**config.mk**
```make
export PLATFORM = sky130hd
export DESIGN_NAME = ones_counter_oh_flat
export DESIGN_NICKNAME = d
export VERILOG_FILES = /design/src/rtl/ones_counter_oh_if.sv /design/src/rtl/ones_counter_oh.sv /design/src/flat_wrapper.sv
export SDC_FILE = /design/constraint.sdc
export NUM_CORES = 1
export LEC_CHECK = 0
export CAP_MARGIN = 25
export CORE_ASPECT_RATIO = 0.6
export CORE_MARGIN = 1
export CORE_UTILIZATION = 34
export DETAILED_ROUTE_END_ITERATION = 7
export SYNTH_ARGS = -nofsm -noshare
export SYNTH_HDL_FRONTEND = slang
export SYNTH_SLANG_ARGS = --single-unit
```
**constraint.sdc**
```tcl
create_clock -name clk -period 2.2 [get_ports clk]
set_input_delay 0.44 -clock clk [delete_from_list [all_inputs] [get_ports clk]]
set_output_delay 0.44 -clock clk [all_outputs]
set_load 0.005 [all_outputs]
```
**src/rtl/ones_counter_oh_if.sv**
```systemverilog
// Handshake/result bundle for ones_counter_oh.
// The abort wire exists only when ONES_CNT_ABORT_EN is defined.
interface ones_counter_oh_if #(
    parameter int WIDTH = 8,
    parameter int CW    = $clog2(WIDTH + 1)
);
    logic             start;
    logic [WIDTH-1:0] data_in;
`ifdef ONES_CNT_ABORT_EN
    logic             abort;
`endif
    logic             rdy;
    logic             done;
    logic [CW-1:0]    count;
    logic             load_regs;
    logic             shift;
    logic             incr_r2;
    logic [3:0]       state;

`ifdef ONES_CNT_ABORT_EN
    modport master (output start, data_in, abort,
                    input  rdy, done, count, load_regs, shift, incr_r2, state);
    modport slave  (input  start, data_in, abort,
                    output rdy, done, count, load_regs, shift, incr_r2, state);
`else
    modport master (output start, data_in,
                    input  rdy, done, count, load_regs, shift, incr_r2, state);
    modport slave  (input  start, data_in,
                    output rdy, done, count, load_regs, shift, incr_r2, state);
`endif
endinterface

```
**src/rtl/ones_counter_oh.sv**
```systemverilog
// Shift-and-count ones counter with a one-hot controller (S_idle/S_1/S_2/S_3).
// Optional abort input enabled by defining ONES_CNT_ABORT_EN.
module ones_counter_oh #(
    parameter int WIDTH = 8,
    parameter int CW    = $clog2(WIDTH + 1)
) (
    input  logic               clk,
    input  logic               rst,
    ones_counter_oh_if.slave   bus
);
    typedef enum logic [3:0] {
        S_IDLE = 4'b0001,
        S_1    = 4'b0010,
        S_2    = 4'b0100,
        S_3    = 4'b1000
    } state_t;

    state_t           state_q, state_d;
    logic [WIDTH-1:0] r1_q, r1_d;
    logic [CW-1:0]    r2_q, r2_d;
    logic             e_q, e_d;
    logic             done_q, done_d;
    logic             load_regs, shift, incr_r2;
    logic             abort_w;

`ifdef ONES_CNT_ABORT_EN
    assign abort_w = bus.abort;
`else
    assign abort_w = 1'b0;
`endif

    always_comb begin
        state_d   = state_q;
        r1_d      = r1_q;
        r2_d      = r2_q;
        e_d       = e_q;
        done_d    = 1'b0;
        load_regs = 1'b0;
        shift     = 1'b0;
        incr_r2   = 1'b0;
        case (state_q)
            S_IDLE: begin
                if (bus.start) begin
                    load_regs = 1'b1;
                    r1_d      = bus.data_in;
                    r2_d      = '0;
                    e_d       = 1'b0;
                    state_d   = S_1;
                end
            end
            S_1: begin
                if (r1_q == '0) begin
                    state_d = S_IDLE;
                    done_d  = 1'b1;
                end else begin
                    state_d = S_2;
                end
            end
            S_2: begin
                shift   = 1'b1;
                r1_d    = r1_q >> 1;
                e_d     = r1_q[0];
                state_d = S_3;
            end
            S_3: begin
                if (e_q) begin
                    incr_r2 = 1'b1;
                    r2_d    = r2_q + CW'(1);
                    state_d = S_1;
                end else begin
                    state_d = S_2;
                end
            end
            default: state_d = S_IDLE;
        endcase
        // Abort overrides only the transition; this cycle's datapath update still lands.
        if (abort_w && (state_q != S_IDLE)) begin
            state_d = S_IDLE;
            done_d  = 1'b0;
        end
    end

    always_ff @(posedge clk or posedge rst) begin
        if (rst) begin
            state_q <= S_IDLE;
            r1_q    <= '0;
            r2_q    <= '0;
            e_q     <= 1'b0;
            done_q  <= 1'b0;
        end else begin
            state_q <= state_d;
            r1_q    <= r1_d;
            r2_q    <= r2_d;
            e_q     <= e_d;
            done_q  <= done_d;
        end
    end

    assign bus.rdy       = (state_q == S_IDLE);
    assign bus.done      = done_q;
    assign bus.count     = r2_q;
    // start is combinational into load_regs, so mask it while reset is held.
    assign bus.load_regs = load_regs && !rst;
    assign bus.shift     = shift;
    assign bus.incr_r2   = incr_r2;
    assign bus.state     = state_q;
endmodule

```
**src/flat_wrapper.sv**
```systemverilog
// flat-port wrapper written by rule: the top's interface ports become plain ports
module ones_counter_oh_flat 
#(
    parameter int WIDTH = 8,
    parameter int CW    = $clog2(WIDTH + 1)
)
  (clk, rst, bus_start, bus_data_in, bus_rdy, bus_done, bus_count, bus_load_regs, bus_shift, bus_incr_r2, bus_state);
  ones_counter_oh_if #(.WIDTH(WIDTH), .CW(CW)) bus_i ();
  input  logic clk;
  input  logic rst;
  input wire logic [$bits(bus_i.start)-1:0] bus_start;
  input wire logic [$bits(bus_i.data_in)-1:0] bus_data_in;
  output wire logic [$bits(bus_i.rdy)-1:0] bus_rdy;
  output wire logic [$bits(bus_i.done)-1:0] bus_done;
  output wire logic [$bits(bus_i.count)-1:0] bus_count;
  output wire logic [$bits(bus_i.load_regs)-1:0] bus_load_regs;
  output wire logic [$bits(bus_i.shift)-1:0] bus_shift;
  output wire logic [$bits(bus_i.incr_r2)-1:0] bus_incr_r2;
  output wire logic [$bits(bus_i.state)-1:0] bus_state;
  assign bus_i.start = bus_start;
  assign bus_i.data_in = bus_data_in;
  assign bus_rdy = bus_i.rdy;
  assign bus_done = bus_i.done;
  assign bus_count = bus_i.count;
  assign bus_load_regs = bus_i.load_regs;
  assign bus_shift = bus_i.shift;
  assign bus_incr_r2 = bus_i.incr_r2;
  assign bus_state = bus_i.state;
  ones_counter_oh #(.WIDTH(WIDTH), .CW(CW)) u_core (.clk(clk), .rst(rst), .bus(bus_i));
endmodule
```
==> impl_metrics.py <==
metrics = {
    "global_route": {
        "grt_max_degree": 19,
        "grt_pass1_wl_mm": 3.581,
        "grt_antenna_before_repair": 0,
        "grt_overflow": 0,
        "grtUsageTotal_pct": 15.53,
        "grt_pass1_vias": 727,
    },
    "status": {
        "status": "complete, no violations",
    },
    "clock_network": {
        "post_cts_resized": 2,
        "cts_tree": "done",
        "h-tree-depth": 1,
        "clk_pin_slew_ns": 0.07,
        "root_buffer": "clkbuf_8",
        "cts_max_path_buffers": 2,
        "cts_buffers": 3,
        "ctsHoldBuffers": 0,
        "insertion_delay_ns": 0.25,
        "cts_num_sinks": 18,
        "cts_setup_buffers": 0,
    },
    "timing": {
        "max_freq_mhz": 478.3,
        "fin_worst_skew_ns": 0.003809,
        "period_share_pct": 95.03,
        "maxSlewViolCount": 0,
        "tns_ns": 0,
        "slew_headroom_pct": 53.79,
        "rsz0062_at_grt": "false",
        "hold_violations": 0,
        "final.min_clock_period_ns": 2.091,
        "finalSetupViolCount": 0,
        "worst_pin_slew_ns": 0.6835,
        "whs_ns": 0.4689,
        "layout_setup_ws_ns": 0.1093,
    },
    "route": {
        "vias": 764,
        "wire_per_inst_um": 13.82,
        "dr.first_iter.drc_count": 19,
        "drt-total-wl_mm": 2.101,
        "dr.pass1.iters": 4,
        "drc": 0,
        "antenna_left": 0,
        "viasPerCell": 5.026,
    },
    "floorplan": {
        "rows": 14,
        "core_area_um2": 2628,
        "die_area_um2": 3126,
        "die_h_um": 43.71,
        "die_w_um": 71.52,
        "ios": 24,
        "start_util_pct": 37.52,
    },
    "worst_setup_path": {
        "endpoint_kind": "output port",
        "rr_worst_depth": 5,
        "worstPathArrival_ns": 1.65,
        "cp-startpoint": "u_core.bus.state[3]",
        "crit_type": "reg2out",
        "crit_required_ns": 1.76,
        "worstSetupStartpointType": "flip-flop",
        "crit_fanout": 5,
        "timing.rr.start": "u_core.bus.state[1]",
    },
    "synth": {
        "synthDistinctLibCells": 32,
        "ys_ff_latch": 18,
        "avgSynthCellArea_um2": 11.20,
        "yosysTopAreaCell": "dfrtp_1",
        "yosys_warnings": 0,
        "syn_area_um2": 985.9,
        "syn-num-nets": 100,
        "ys_seq_area_share_pct": 45.81,
        "ys_top_cells_by_area": "dfrtp_1 43%, mux2_2 16%, mux2i_1 3.0%",
        "syn_inst": 88,
        "yosysTopAreaCellShare_pct": 43.15,
    },
    "layout": {
        "stdcell_count": 152,
        "diodes": 0,
        "areaGrowthSynthToFinish_pct": 40.48,
        "seqCellArea_um2": 451.7,
        "multi_input_area_um2": 498.0,
        "nFillCells": 239,
        "final_nets": 133,
        "drive_gt1_share_pct": 29.17,
    },
    "worst_hold_path": {
        "hp-start": "u_core.bus.count[3]",
        "hold_path_class": "reg2reg",
        "min_path_cells": 1,
    },
    "placed_design": {
        "hpwlAfterDp_mm": 1.612,
        "routabilityCongestion": 0.8105,
        "dp_cells": 148,
        "dp_slack_ns": -0.0008289,
        "io_buffers": 23,
    },
    "power": {
        "ir_worst_vdd_mv": 0.3975,
        "powerDensity_nw_per_um2": 994.4,
        "leakage_nw": 0.5791,
    },
    "job": {
        "drv_cap": 0,
    },
}
flip-flops by register name, indices dropped and copies added (netlist names):
register          count
u_core.bus.state      4
u_core.bus.done       1
u_core.e_q            1
u_core.r1_q           8
u_core.bus.count      4
final timing paths:
check | to | slack (ns)
worst min register to register | u_core.bus.count[3] | 0.47
min in group asynchronous | u_core.r1_q[7] | 0.53
max in group asynchronous | u_core.bus.state[0] | 1.41
worst max register to register | u_core.r1_q[1] | 0.38
worst max-delay path | bus_rdy | 0.11
worst min-delay path | u_core.bus.count[3] | 0.47
cell usage after synthesis:
| master | number |
|---|---|
| nand4_1 | 1 |
| a221oi_1 | 2 |
| nor2b_1 | 1 |
| nor2_1 | 2 |
| xnor2_1 | 1 |
| buf_4 | 1 |
| or4b_1 | 1 |
| o22ai_1 | 1 |
| buf_6 | 1 |
| or2_2 | 2 |
| nand3b_1 | 3 |
| nor4b_1 | 3 |
| nand2b_1 | 1 |
| a211o_1 | 1 |
| nand2_1 | 4 |
| nor3_1 | 1 |
| a211oi_4 | 1 |
| a21oi_1 | 4 |
| dfrtp_1 | 17 |
| and2_1 | 1 |
| o31ai_1 | 1 |
| buf_2 | 3 |
| mux2_2 | 14 |
| ha_1 | 1 |
| or4b_4 | 1 |
| a21o_1 | 1 |
| nand3_1 | 3 |
| o21ai_0 | 2 |
| dfstp_2 | 1 |
| nor4_1 | 3 |
| inv_1 | 6 |
| mux2i_1 | 3 |
per-layer routing:
metal	wire, um	GRT usage [%]
met4	21	4.706
met3	77	5.349
met5	0	0
met2	860	21.52
met1	1141	22.81
cell usage in the layout (no fill, tap or decap), drive strengths merged:
cell | netlist | final
a211o | 1 | 1
a211oi | 1 | 1
a21o | 1 | 1
a21oi | 4 | 4
a221oi | 2 | 2
and2 | 1 | 1
buf | 5 | 10
clkbuf | 0 | 4
clkdlybuf4s50 | 0 | 20
dfrtp | 17 | 17
dfstp | 1 | 1
dlygate4sd2 | 0 | 2
dlymetal6s2s | 0 | 1
ha | 1 | 1
inv | 6 | 6
mux2 | 14 | 14
mux2i | 3 | 3
nand2 | 4 | 4
nand2b | 1 | 1
nand3 | 3 | 3
nand3b | 3 | 3
nand4 | 1 | 1
nor2 | 2 | 2
nor2b | 1 | 1
nor3 | 1 | 1
nor4 | 3 | 3
nor4b | 3 | 3
o21ai | 2 | 2
o22ai | 1 | 1
o31ai | 1 | 1
or2 | 2 | 2
or4b | 2 | 2
xnor2 | 1 | 1
critical path: stages, from the launching register on:
cell             delay [ns]
dfrtp_1                0.42
buf_4                  0.18
nor3_2                 0.16
and2_1                 0.14
clkdlybuf4s50_1        0.49
power breakdown:
group | switching, mW | leakage, nW | internal, mW
Clock | 0.113 | 0.0288 | 0.159
Combinational | 0.240 | 0.322 | 0.338
Sequential | 0.0872 | 0.229 | 0.440
Total | 0.440 | 0.579 | 0.937
kinds of logic (layout without fill, tap and decap cells):
logic type | after synthesis | after routing | share of synthesized area, %
simple gates | 27 | 27 | 17.39
flops | 18 | 18 | 45.81
mux | 17 | 17 | 19.04
compound gates | 13 | 13 | 9.900
buf+inv | 11 | 43 | 5.710
fa+ha+maj | 1 | 1 | 1.269
xor+xnor | 1 | 1 | 0.8885
metrics by stage:
stage          total power, mW  utilization [%]  instance area [um^2]
3_3_place_gp             1.093            50.10                  1316
5_1_grt                  1.469            52.71                  1385
6_report                 1.377            52.71                  1385
4_1_cts                  1.372            52.10                  1369
2_1_floorplan           0.8629                -                 985.9
3_5_place_dp             1.101            50.10                  1316
layout make-up:
cell class / count / area share [%]
clock buffers: 4 / 3.975
repair buffers: 33 / 22.94
well taps: 32 / 2.891
multi-input cells: 59 / 35.95
inverters: 6 / 1.626
flip-flops and latches: 18 / 32.61
Note: power is estimated with default switching activity, not from simulation.
